## src/rtl/lsu_pkg.sv

```systemverilog
// Load/store operation encodings shared by the LSU, its interface and the bench.
// Codes above LSU_SD are reserved and are answered with an error response.
package lsu_pkg;

    typedef logic [3:0] lsuop_t;

    localparam lsuop_t LSU_LB  = 4'd0;
    localparam lsuop_t LSU_LH  = 4'd1;
    localparam lsuop_t LSU_LW  = 4'd2;
    localparam lsuop_t LSU_LBU = 4'd3;
    localparam lsuop_t LSU_LHU = 4'd4;
    localparam lsuop_t LSU_SB  = 4'd5;
    localparam lsuop_t LSU_SH  = 4'd6;
    localparam lsuop_t LSU_SW  = 4'd7;
    localparam lsuop_t LSU_LWU = 4'd8;
    localparam lsuop_t LSU_LD  = 4'd9;
    localparam lsuop_t LSU_SD  = 4'd10;

endpackage

```

## src/rtl/lsu_mc_if.sv

```systemverilog
// Execute-side request/response and data-memory port of the LSU.
// The slave modport is the LSU itself; master is the surrounding pipeline and memory.
interface lsu_mc_if #(
    parameter int DATA_WIDTH = 32,
    parameter int ADDR_WIDTH = 32
);
    localparam int NB = DATA_WIDTH / 8;

    logic                  req_valid;
    logic                  req_ready;
    lsu_pkg::lsuop_t       lsuop;
    logic [ADDR_WIDTH-1:0] addr_in;
    logic [DATA_WIDTH-1:0] data_s_in;
    logic                  rsp_valid;
    logic                  rsp_err;
    logic [DATA_WIDTH-1:0] data_l_out;
    logic                  dmem_req;
    logic                  dmem_gnt;
    logic                  dmem_we;
    logic [ADDR_WIDTH-1:0] dmem_addr;
    logic [DATA_WIDTH-1:0] dmem_wdata;
    logic [NB-1:0]         dmem_mask;
    logic                  dmem_rvalid;
    logic [DATA_WIDTH-1:0] dmem_rdata;
    logic                  dmem_err;

    modport slave (
        input  req_valid, lsuop, addr_in, data_s_in,
        input  dmem_gnt, dmem_rvalid, dmem_rdata, dmem_err,
        output req_ready, rsp_valid, rsp_err, data_l_out,
        output dmem_req, dmem_we, dmem_addr, dmem_wdata, dmem_mask
    );

    modport master (
        output req_valid, lsuop, addr_in, data_s_in,
        output dmem_gnt, dmem_rvalid, dmem_rdata, dmem_err,
        input  req_ready, rsp_valid, rsp_err, data_l_out,
        input  dmem_req, dmem_we, dmem_addr, dmem_wdata, dmem_mask
    );

endinterface

```

## src/rtl/lsu_mc.sv

```systemverilog
// Multi-cycle load/store unit: one outstanding access, word-crossing accesses split
// into two aligned bus beats with load data reassembled and sign/zero-extended.
module lsu_mc
    import lsu_pkg::*;
#(
    parameter int DATA_WIDTH     = 32,
    parameter int ADDR_WIDTH     = 32,
    parameter int MISALIGN_SPLIT = 1
) (
    input  logic    clk,
    input  logic    arst,
    lsu_mc_if.slave bus
);

    localparam int NB   = DATA_WIDTH / 8;
    localparam int OFFW = $clog2(NB);
    localparam int SBW  = $clog2(DATA_WIDTH);
    localparam logic [ADDR_WIDTH-1:0] NB_A = ADDR_WIDTH'(NB);

    localparam logic [2:0] S_IDLE  = 3'd0;
    localparam logic [2:0] S_REQ0  = 3'd1;
    localparam logic [2:0] S_WAIT0 = 3'd2;
    localparam logic [2:0] S_REQ1  = 3'd3;
    localparam logic [2:0] S_WAIT1 = 3'd4;
    localparam logic [2:0] S_RESP  = 3'd5;

    function automatic logic [3:0] op_size(input lsuop_t op);
        case (op)
            LSU_LB, LSU_LBU, LSU_SB: op_size = 4'd1;
            LSU_LH, LSU_LHU, LSU_SH: op_size = 4'd2;
            LSU_LD, LSU_SD:          op_size = 4'd8;
            default:                 op_size = 4'd4;
        endcase
    endfunction

    function automatic logic op_legal(input lsuop_t op);
        logic wide_only;
        wide_only = (op == LSU_LWU) || (op == LSU_LD) || (op == LSU_SD);
        op_legal  = (op <= LSU_SD) && !(DATA_WIDTH == 32 && wide_only);
    endfunction

    function automatic logic op_store(input lsuop_t op);
        op_store = (op == LSU_SB) || (op == LSU_SH) || (op == LSU_SW) || (op == LSU_SD);
    endfunction

    function automatic logic op_signed(input lsuop_t op);
        op_signed = (op == LSU_LB) || (op == LSU_LH) || (op == LSU_LW) || (op == LSU_LD);
    endfunction

    logic [2:0]            state_q, state_d;
    lsuop_t                op_q, op_d;
    logic [ADDR_WIDTH-1:0] addr_q, addr_d;
    logic [DATA_WIDTH-1:0] data_q, data_d;
    logic [DATA_WIDTH-1:0] beat0_q, beat0_d;
    logic                  rsp_valid_q, rsp_valid_d;
    logic                  rsp_err_q, rsp_err_d;
    logic [DATA_WIDTH-1:0] rsp_data_q, rsp_data_d;

    logic [3:0]            sz_in, sz_q;
    logic [OFFW-1:0]       off_in, off_q;
    logic                  split_in, split_q;
    logic [ADDR_WIDTH-1:0] base_addr, next_addr;
    logic [2*NB-1:0]       sz_mask, wide_mask;
    logic [2*DATA_WIDTH-1:0] wide_wdata;
    logic                  in_req, in_req1;

    assign sz_in    = op_size(bus.lsuop);
    assign off_in   = bus.addr_in[OFFW-1:0];
    assign split_in = (int'(off_in) + int'(sz_in)) > NB;
    assign sz_q     = op_size(op_q);
    assign off_q    = addr_q[OFFW-1:0];
    assign split_q  = (int'(off_q) + int'(sz_q)) > NB;

    assign base_addr = {addr_q[ADDR_WIDTH-1:OFFW], {OFFW{1'b0}}};
    assign next_addr = base_addr + NB_A;

    // Byte enables and store data are formed across two words; the upper half is beat1.
    for (genvar gi = 0; gi < 2 * NB; gi++) begin : g_sz_mask
        assign sz_mask[gi] = (gi < int'(sz_q));
    end
    assign wide_mask  = sz_mask << off_q;
    assign wide_wdata = {{DATA_WIDTH{1'b0}}, data_q} << {off_q, 3'b000};

    assign in_req  = (state_q == S_REQ0) || (state_q == S_REQ1);
    assign in_req1 = (state_q == S_REQ1);

    assign bus.req_ready  = (state_q == S_IDLE);
    assign bus.dmem_req   = in_req;
    assign bus.dmem_we    = in_req && op_store(op_q);
    assign bus.dmem_addr  = !in_req ? '0 : (in_req1 ? next_addr : base_addr);
    assign bus.dmem_mask  = !in_req ? '0 :
                            (in_req1 ? wide_mask[2*NB-1:NB] : wide_mask[NB-1:0]);
    assign bus.dmem_wdata = !in_req ? '0 :
                            (in_req1 ? wide_wdata[2*DATA_WIDTH-1:DATA_WIDTH]
                                     : wide_wdata[DATA_WIDTH-1:0]);
    assign bus.rsp_valid  = rsp_valid_q;
    assign bus.rsp_err    = rsp_err_q;
    assign bus.data_l_out = rsp_data_q;

    // Load assembly reads the live bus data in the cycle the last beat completes.
    logic [DATA_WIDTH-1:0] ld_b0, ld_b1, ld_raw, ld_mask, ld_result;
    logic [SBW-1:0]        ld_sbit;
    logic                  ld_neg;

    assign ld_b0   = (state_q == S_WAIT0) ? bus.dmem_rdata : beat0_q;
    assign ld_b1   = (state_q == S_WAIT1) ? bus.dmem_rdata : '0;
    assign ld_raw  = DATA_WIDTH'({ld_b1, ld_b0} >> {off_q, 3'b000});
    assign ld_sbit = SBW'({sz_q, 3'b000} - 7'd1);
    assign ld_neg  = op_signed(op_q) && ld_raw[ld_sbit];
    for (genvar gi = 0; gi < DATA_WIDTH; gi++) begin : g_ld_mask
        assign ld_mask[gi] = (gi < 8 * int'(sz_q));
    end
    assign ld_result = (ld_raw & ld_mask) | (ld_neg ? ~ld_mask : '0);

    always_comb begin
        state_d     = state_q;
        op_d        = op_q;
        addr_d      = addr_q;
        data_d      = data_q;
        beat0_d     = beat0_q;
        rsp_valid_d = 1'b0;
        rsp_err_d   = 1'b0;
        rsp_data_d  = '0;
        case (state_q)
            S_IDLE: begin
                if (bus.req_valid) begin
                    op_d   = bus.lsuop;
                    addr_d = bus.addr_in;
                    data_d = bus.data_s_in;
                    if (!op_legal(bus.lsuop) || (split_in && MISALIGN_SPLIT == 0)) begin
                        state_d     = S_RESP;
                        rsp_valid_d = 1'b1;
                        rsp_err_d   = 1'b1;
                    end else begin
                        state_d = S_REQ0;
                    end
                end
            end
            S_REQ0: if (bus.dmem_gnt) state_d = S_WAIT0;
            S_WAIT0: begin
                if (bus.dmem_rvalid) begin
                    beat0_d = bus.dmem_rdata;
                    if (bus.dmem_err) begin
                        state_d     = S_RESP;
                        rsp_valid_d = 1'b1;
                        rsp_err_d   = 1'b1;
                    end else if (split_q) begin
                        state_d = S_REQ1;
                    end else begin
                        state_d     = S_RESP;
                        rsp_valid_d = 1'b1;
                        rsp_data_d  = op_store(op_q) ? '0 : ld_result;
                    end
                end
            end
            S_REQ1: if (bus.dmem_gnt) state_d = S_WAIT1;
            S_WAIT1: begin
                if (bus.dmem_rvalid) begin
                    state_d     = S_RESP;
                    rsp_valid_d = 1'b1;
                    rsp_err_d   = bus.dmem_err;
                    rsp_data_d  = (bus.dmem_err || op_store(op_q)) ? '0 : ld_result;
                end
            end
            S_RESP:  state_d = S_IDLE;
            default: state_d = S_IDLE;
        endcase
    end

    always_ff @(posedge clk or posedge arst) begin
        if (arst) begin
            state_q     <= S_IDLE;
            op_q        <= LSU_LB;
            addr_q      <= '0;
            data_q      <= '0;
            beat0_q     <= '0;
            rsp_valid_q <= 1'b0;
            rsp_err_q   <= 1'b0;
            rsp_data_q  <= '0;
        end else begin
            state_q     <= state_d;
            op_q        <= op_d;
            addr_q      <= addr_d;
            data_q      <= data_d;
            beat0_q     <= beat0_d;
            rsp_valid_q <= rsp_valid_d;
            rsp_err_q   <= rsp_err_d;
            rsp_data_q  <= rsp_data_d;
        end
    end

endmodule
```

## src/flat_wrapper.sv

```systemverilog
// flat-port wrapper written by rule: the top's interface ports become plain ports
module lsu_mc_flat import lsu_pkg::*;
#(
    parameter int DATA_WIDTH     = 32,
    parameter int ADDR_WIDTH     = 32,
    parameter int MISALIGN_SPLIT = 1
)
  (clk, arst, bus_req_valid, bus_lsuop, bus_addr_in, bus_data_s_in, bus_dmem_gnt, bus_dmem_rvalid, bus_dmem_rdata, bus_dmem_err, bus_req_ready, bus_rsp_valid, bus_rsp_err, bus_data_l_out, bus_dmem_req, bus_dmem_we, bus_dmem_addr, bus_dmem_wdata, bus_dmem_mask);
  lsu_mc_if #(.DATA_WIDTH(DATA_WIDTH), .ADDR_WIDTH(ADDR_WIDTH)) bus_i ();
  input  logic clk;
  input  logic arst;
  input wire logic [$bits(bus_i.req_valid)-1:0] bus_req_valid;
  input wire logic [$bits(bus_i.lsuop)-1:0] bus_lsuop;
  input wire logic [$bits(bus_i.addr_in)-1:0] bus_addr_in;
  input wire logic [$bits(bus_i.data_s_in)-1:0] bus_data_s_in;
  input wire logic [$bits(bus_i.dmem_gnt)-1:0] bus_dmem_gnt;
  input wire logic [$bits(bus_i.dmem_rvalid)-1:0] bus_dmem_rvalid;
  input wire logic [$bits(bus_i.dmem_rdata)-1:0] bus_dmem_rdata;
  input wire logic [$bits(bus_i.dmem_err)-1:0] bus_dmem_err;
  output wire logic [$bits(bus_i.req_ready)-1:0] bus_req_ready;
  output wire logic [$bits(bus_i.rsp_valid)-1:0] bus_rsp_valid;
  output wire logic [$bits(bus_i.rsp_err)-1:0] bus_rsp_err;
  output wire logic [$bits(bus_i.data_l_out)-1:0] bus_data_l_out;
  output wire logic [$bits(bus_i.dmem_req)-1:0] bus_dmem_req;
  output wire logic [$bits(bus_i.dmem_we)-1:0] bus_dmem_we;
  output wire logic [$bits(bus_i.dmem_addr)-1:0] bus_dmem_addr;
  output wire logic [$bits(bus_i.dmem_wdata)-1:0] bus_dmem_wdata;
  output wire logic [$bits(bus_i.dmem_mask)-1:0] bus_dmem_mask;
  assign bus_i.req_valid = bus_req_valid;
  assign bus_i.lsuop = bus_lsuop;
  assign bus_i.addr_in = bus_addr_in;
  assign bus_i.data_s_in = bus_data_s_in;
  assign bus_i.dmem_gnt = bus_dmem_gnt;
  assign bus_i.dmem_rvalid = bus_dmem_rvalid;
  assign bus_i.dmem_rdata = bus_dmem_rdata;
  assign bus_i.dmem_err = bus_dmem_err;
  assign bus_req_ready = bus_i.req_ready;
  assign bus_rsp_valid = bus_i.rsp_valid;
  assign bus_rsp_err = bus_i.rsp_err;
  assign bus_data_l_out = bus_i.data_l_out;
  assign bus_dmem_req = bus_i.dmem_req;
  assign bus_dmem_we = bus_i.dmem_we;
  assign bus_dmem_addr = bus_i.dmem_addr;
  assign bus_dmem_wdata = bus_i.dmem_wdata;
  assign bus_dmem_mask = bus_i.dmem_mask;
  lsu_mc #(.DATA_WIDTH(DATA_WIDTH), .ADDR_WIDTH(ADDR_WIDTH), .MISALIGN_SPLIT(MISALIGN_SPLIT)) u_core (.clk(clk), .arst(arst), .bus(bus_i));
endmodule
```

## config.mk

```make
export PLATFORM = sky130hd
export DESIGN_NAME = lsu_mc_flat
export DESIGN_NICKNAME = d
export VERILOG_FILES = /design/src/rtl/lsu_pkg.sv /design/src/rtl/lsu_mc_if.sv /design/src/rtl/lsu_mc.sv /design/src/flat_wrapper.sv
export SDC_FILE = /design/constraint.sdc
export NUM_CORES = 1
export LEC_CHECK = 0
export ABC_CLOCK_PERIOD_IN_PS = 5500
export CAP_MARGIN = 15
export CORE_MARGIN = 3
export CORE_UTILIZATION = 50
export CTS_BUF_LIST = sky130_fd_sc_hd__clkbuf_4 sky130_fd_sc_hd__clkbuf_8
export DETAILED_ROUTE_END_ITERATION = 10
export GPL_TIMING_DRIVEN = 0
export PLACE_DENSITY = 0.81
export SLEW_MARGIN = 20
export SYNTH_ARGS = -nofsm -noshare
export SYNTH_HDL_FRONTEND = slang
export SYNTH_SLANG_ARGS = --single-unit
```

## constraint.sdc

```tcl
create_clock -name clk -period 5.5 [get_ports clk]
set_input_delay 0.825 -clock clk [delete_from_list [all_inputs] [get_ports clk]]
set_output_delay 0.825 -clock clk [all_outputs]
set_load 0.05 [all_outputs]
```

==> reports/qor.yml <==
fin_ws_ns: 0.3615
rsz0062_at_grt: "false"
period_needed_ns: 5.138
drv_slew: 0
overflow: 0
power.net_switching_mw: 3.904
nets: 1210
synth_edf_count: 0
cts_hold_buf: 0
syn_inst: 865
setup.worst_path.start_class: "flop"
grt_max_degree: 94
p_clk_share_pct: 11.6
nFillCells: 1290
multi_input_area_um2: 4780
gp_congestion: 0.9560
grt_util_met3_pct: 9.559
cts_sinks: 137
start_util_pct: 51.31
setup_viol: 0
p_sw_share_pct: 50.70
required_ns: 4.68
finClkSkew_ns: 0.01652
syn_area_um2: 8539
yosysWarningCount: 0
drive_above_1_share_pct: 16.71
synth_common_cells: "137 x dfrtp_1, 121 x mux2_2, 107 x nor2_1, 59 x mux2i_1, 58 x a21oi_1"
dpl_worst_slack_ns: 0.9486
fin_crit_sh_pct: 93.43
critPathCaptureType: "output pin"
busiest_layer: "met2"
critical_path_class: "flop to output pin"
crit_arrival_ns: 4.31
fin_cells: 1327
outcome: "finished, final reports clean"
path_clk_slew_ns: 0.08
stdcell_area_um2: 11360
dieArea_um2: 18680
clock_latency_ns: 0.46
hold_viol_final: 0
numPortBuffers: 208
pwr-share-seq_pct: 23.1
irDropWorstVdd_mv: 0.4717
wl_per_cell_um: 20.95
hp-class: "flop to flop"
powerDensity_nw_per_um2: 677.7
met1_usage_pct: 37.51
first_iter_violations: 758
synth-main-ff-cell: "dfrtp_1"
vias_per_cell: 6.019
place_area_um2: 10940
vias: 7987
grt_pass1_vias: 8073
core_area_um2: 16640
p_leak_nw: 4.509
cts_setup_buffers: 0
ioPinCount: 211
dp.cells: 1295
fmax_ghz: 0.1946
ys_seq_area_share_pct: 40.15
n_antenna_cell: 0
netlist.area_leader.share_pct: 40.15
first_pass_iters: 5
wl_mm: 27.80
cts_buffers: 17
hpwlAfterDp_mm: 20.03
ant_nets: 0
avgSynthCellArea_um2: 9.872
grt.total_usage_pct: 30.09
clockRootBuffer: "clkbuf_8"
tightest_slew_ns: 0.9159
dieWidth_um: 136.7
drc: 0
synth_top_area_cell: "dfrtp_1"
ff_latch_area_um2: 3428
htreeDepth: 4
grt_pass1_wl_mm: 43.44
synth_most_common_cell: "dfrtp_1"
cts_resized: 0
antenna_found_initial: 0
tritoncts: "built"
reg2reg_depth: 11
yosys-top-cells-area: "dfrtp_1 40%, mux2_2 16%, mux2i_1 6.9%, nor2_1 4.7%, a21oi_1 3.4%"
synthArstFlopShare_pct: 100.0
cts_max_path_buffers: 2
placementRows: 47
die_height_um: 136.7
met2_usage_pct: 48.25
syn_to_final_growth_pct: 33.04
crit_path_max_fanout: 9
synth_cell_type_count: 64
ys_seq_elements: 137
p_int_mw: 3.796
power_frac_comb_pct: 65.2
hold_path_depth: 1
relSlewSlack_pct: 38.94
tns_ns: 0
max_cap_viol_count: 0
## power by group through the flow
stage | sequential [mW] | combinational [mW] | clock (mW)
2_1_floorplan | 1.79 | 3.46 | 0
3_3_place_gp | 1.76 | 4.84 | 0
3_5_place_dp | 1.79 | 4.91 | 0
4_1_cts | 1.77 | 4.95 | 0.896
5_1_grt | 1.84 | 5.33 | 0.954
6_report | 1.78 | 5.02 | 0.895
## placed cells by master, fill, tap and decap left out, types with 5 or more instances in the layout
cell             instances
nand3_1                 22
nor2b_1                 11
nand2b_1                 7
o21ai_0                 21
buf_2                    7
a221oi_1                 8
clkbuf_1                44
nor2_1                 107
a21oi_1                 58
nand4_1                  7
and2_1                   8
mux2_2                 121
inv_1                   15
dfrtp_1                137
clkbuf_8                18
nand2_1                 42
xor2_1                  21
ha_1                     9
buf_1                   11
clkdlybuf4s50_1        208
o21a_1                   5
a211oi_1                24
mux2i_1                 59
a21o_1                   7
a31oi_1                 20
nor3_1                  20
xnor2_1                  6
o221a_2                  5
## metal layers
layer | up-vias | routed length, um
met5 | - | 0
met4 | 0 | 993
met3 | 100 | 2992
met2 | 487 | 12990
met1 | 3825 | 10820
li1 | 3575 | -
## through the flow
step / total power, mW / hold slack [ns] / util [%]
after floorplan: 5.248 / 0.4727 / -
after global placement: 6.605 / 0.4799 / 65.50
after detailed placement: 6.694 / 0.4886 / 65.71
after CTS: 7.612 / 0.5063 / 68.27
after global routing: 8.118 / 0.5234 / 68.27
final: 7.699 / 0.5070 / 68.27
## layout make-up
type | count | area share [%]
timing repair buffer | 209 | 18.57
multi-input combinational | 646 | 42.07
sequential | 137 | 30.18
inverter | 18 | 0.6608
clock inverter | 13 | 1.498
buffer | 65 | 2.357
clock buffer | 19 | 2.247
tap | 220 | 2.423
## registers in the layout (all words and copies together), names as in the netlist
name	count
u_core.addr_q	32
u_core.beat0_q	32
u_core.bus.data_l_out	32
u_core.bus.rsp_err	1
u_core.bus.rsp_valid	1
u_core.data_q	32
u_core.op_q	4
u_core.state_q	3
## worst max-delay path: stages (launching register included)
cell and delay, ns:
dfrtp_1 0.38, inv_1 0.08, ha_1 0.21, nand2b_1 0.16, o221ai_1 0.48, inv_1 0.14, ha_1 0.27, nor2_1 0.69
mux2i_1 0.23, a32oi_1 0.36, nor2_1 0.12, clkdlybuf4s50_1 0.75
## worst paths after layout
| path | start | endpoint | slack (ns) |
|---|---|---|---|
| setup reg to reg | u_core.addr_q[1]$_DFFE_PP0P_ | u_core.bus.data_l_out[23]$_DFF_PP0_ | 1.59 |
| min in group asynchronous | arst | u_core.addr_q[8]$_DFFE_PP0P_ | 0.78 |
| hold reg to reg | u_core.beat0_q[4]$_DFFE_PP0P_ | u_core.beat0_q[4]$_DFFE_PP0P_ | 0.51 |
| hold / removal | u_core.beat0_q[4]$_DFFE_PP0P_ | u_core.beat0_q[4]$_DFFE_PP0P_ | 0.51 |
| setup / recovery | u_core.op_q[0]$_DFFE_PP0P_ | bus_dmem_mask[0] | 0.36 |
| max in group asynchronous | arst | u_core.beat0_q[20]$_DFFE_PP0P_ | 3.94 |
## kinds of logic after synthesis
| family | share of synthesized area [%] |
|---|---|
| other cells | 0.04391 |
| simple gates | 13.89 |
| compound gates | 14.27 |
| buf+inv | 3.927 |
| mux | 23.40 |
| xor+xnor | 2.769 |
| fa+ha+maj | 1.553 |
| flops | 40.15 |
(Power assumes the default switching activity.)
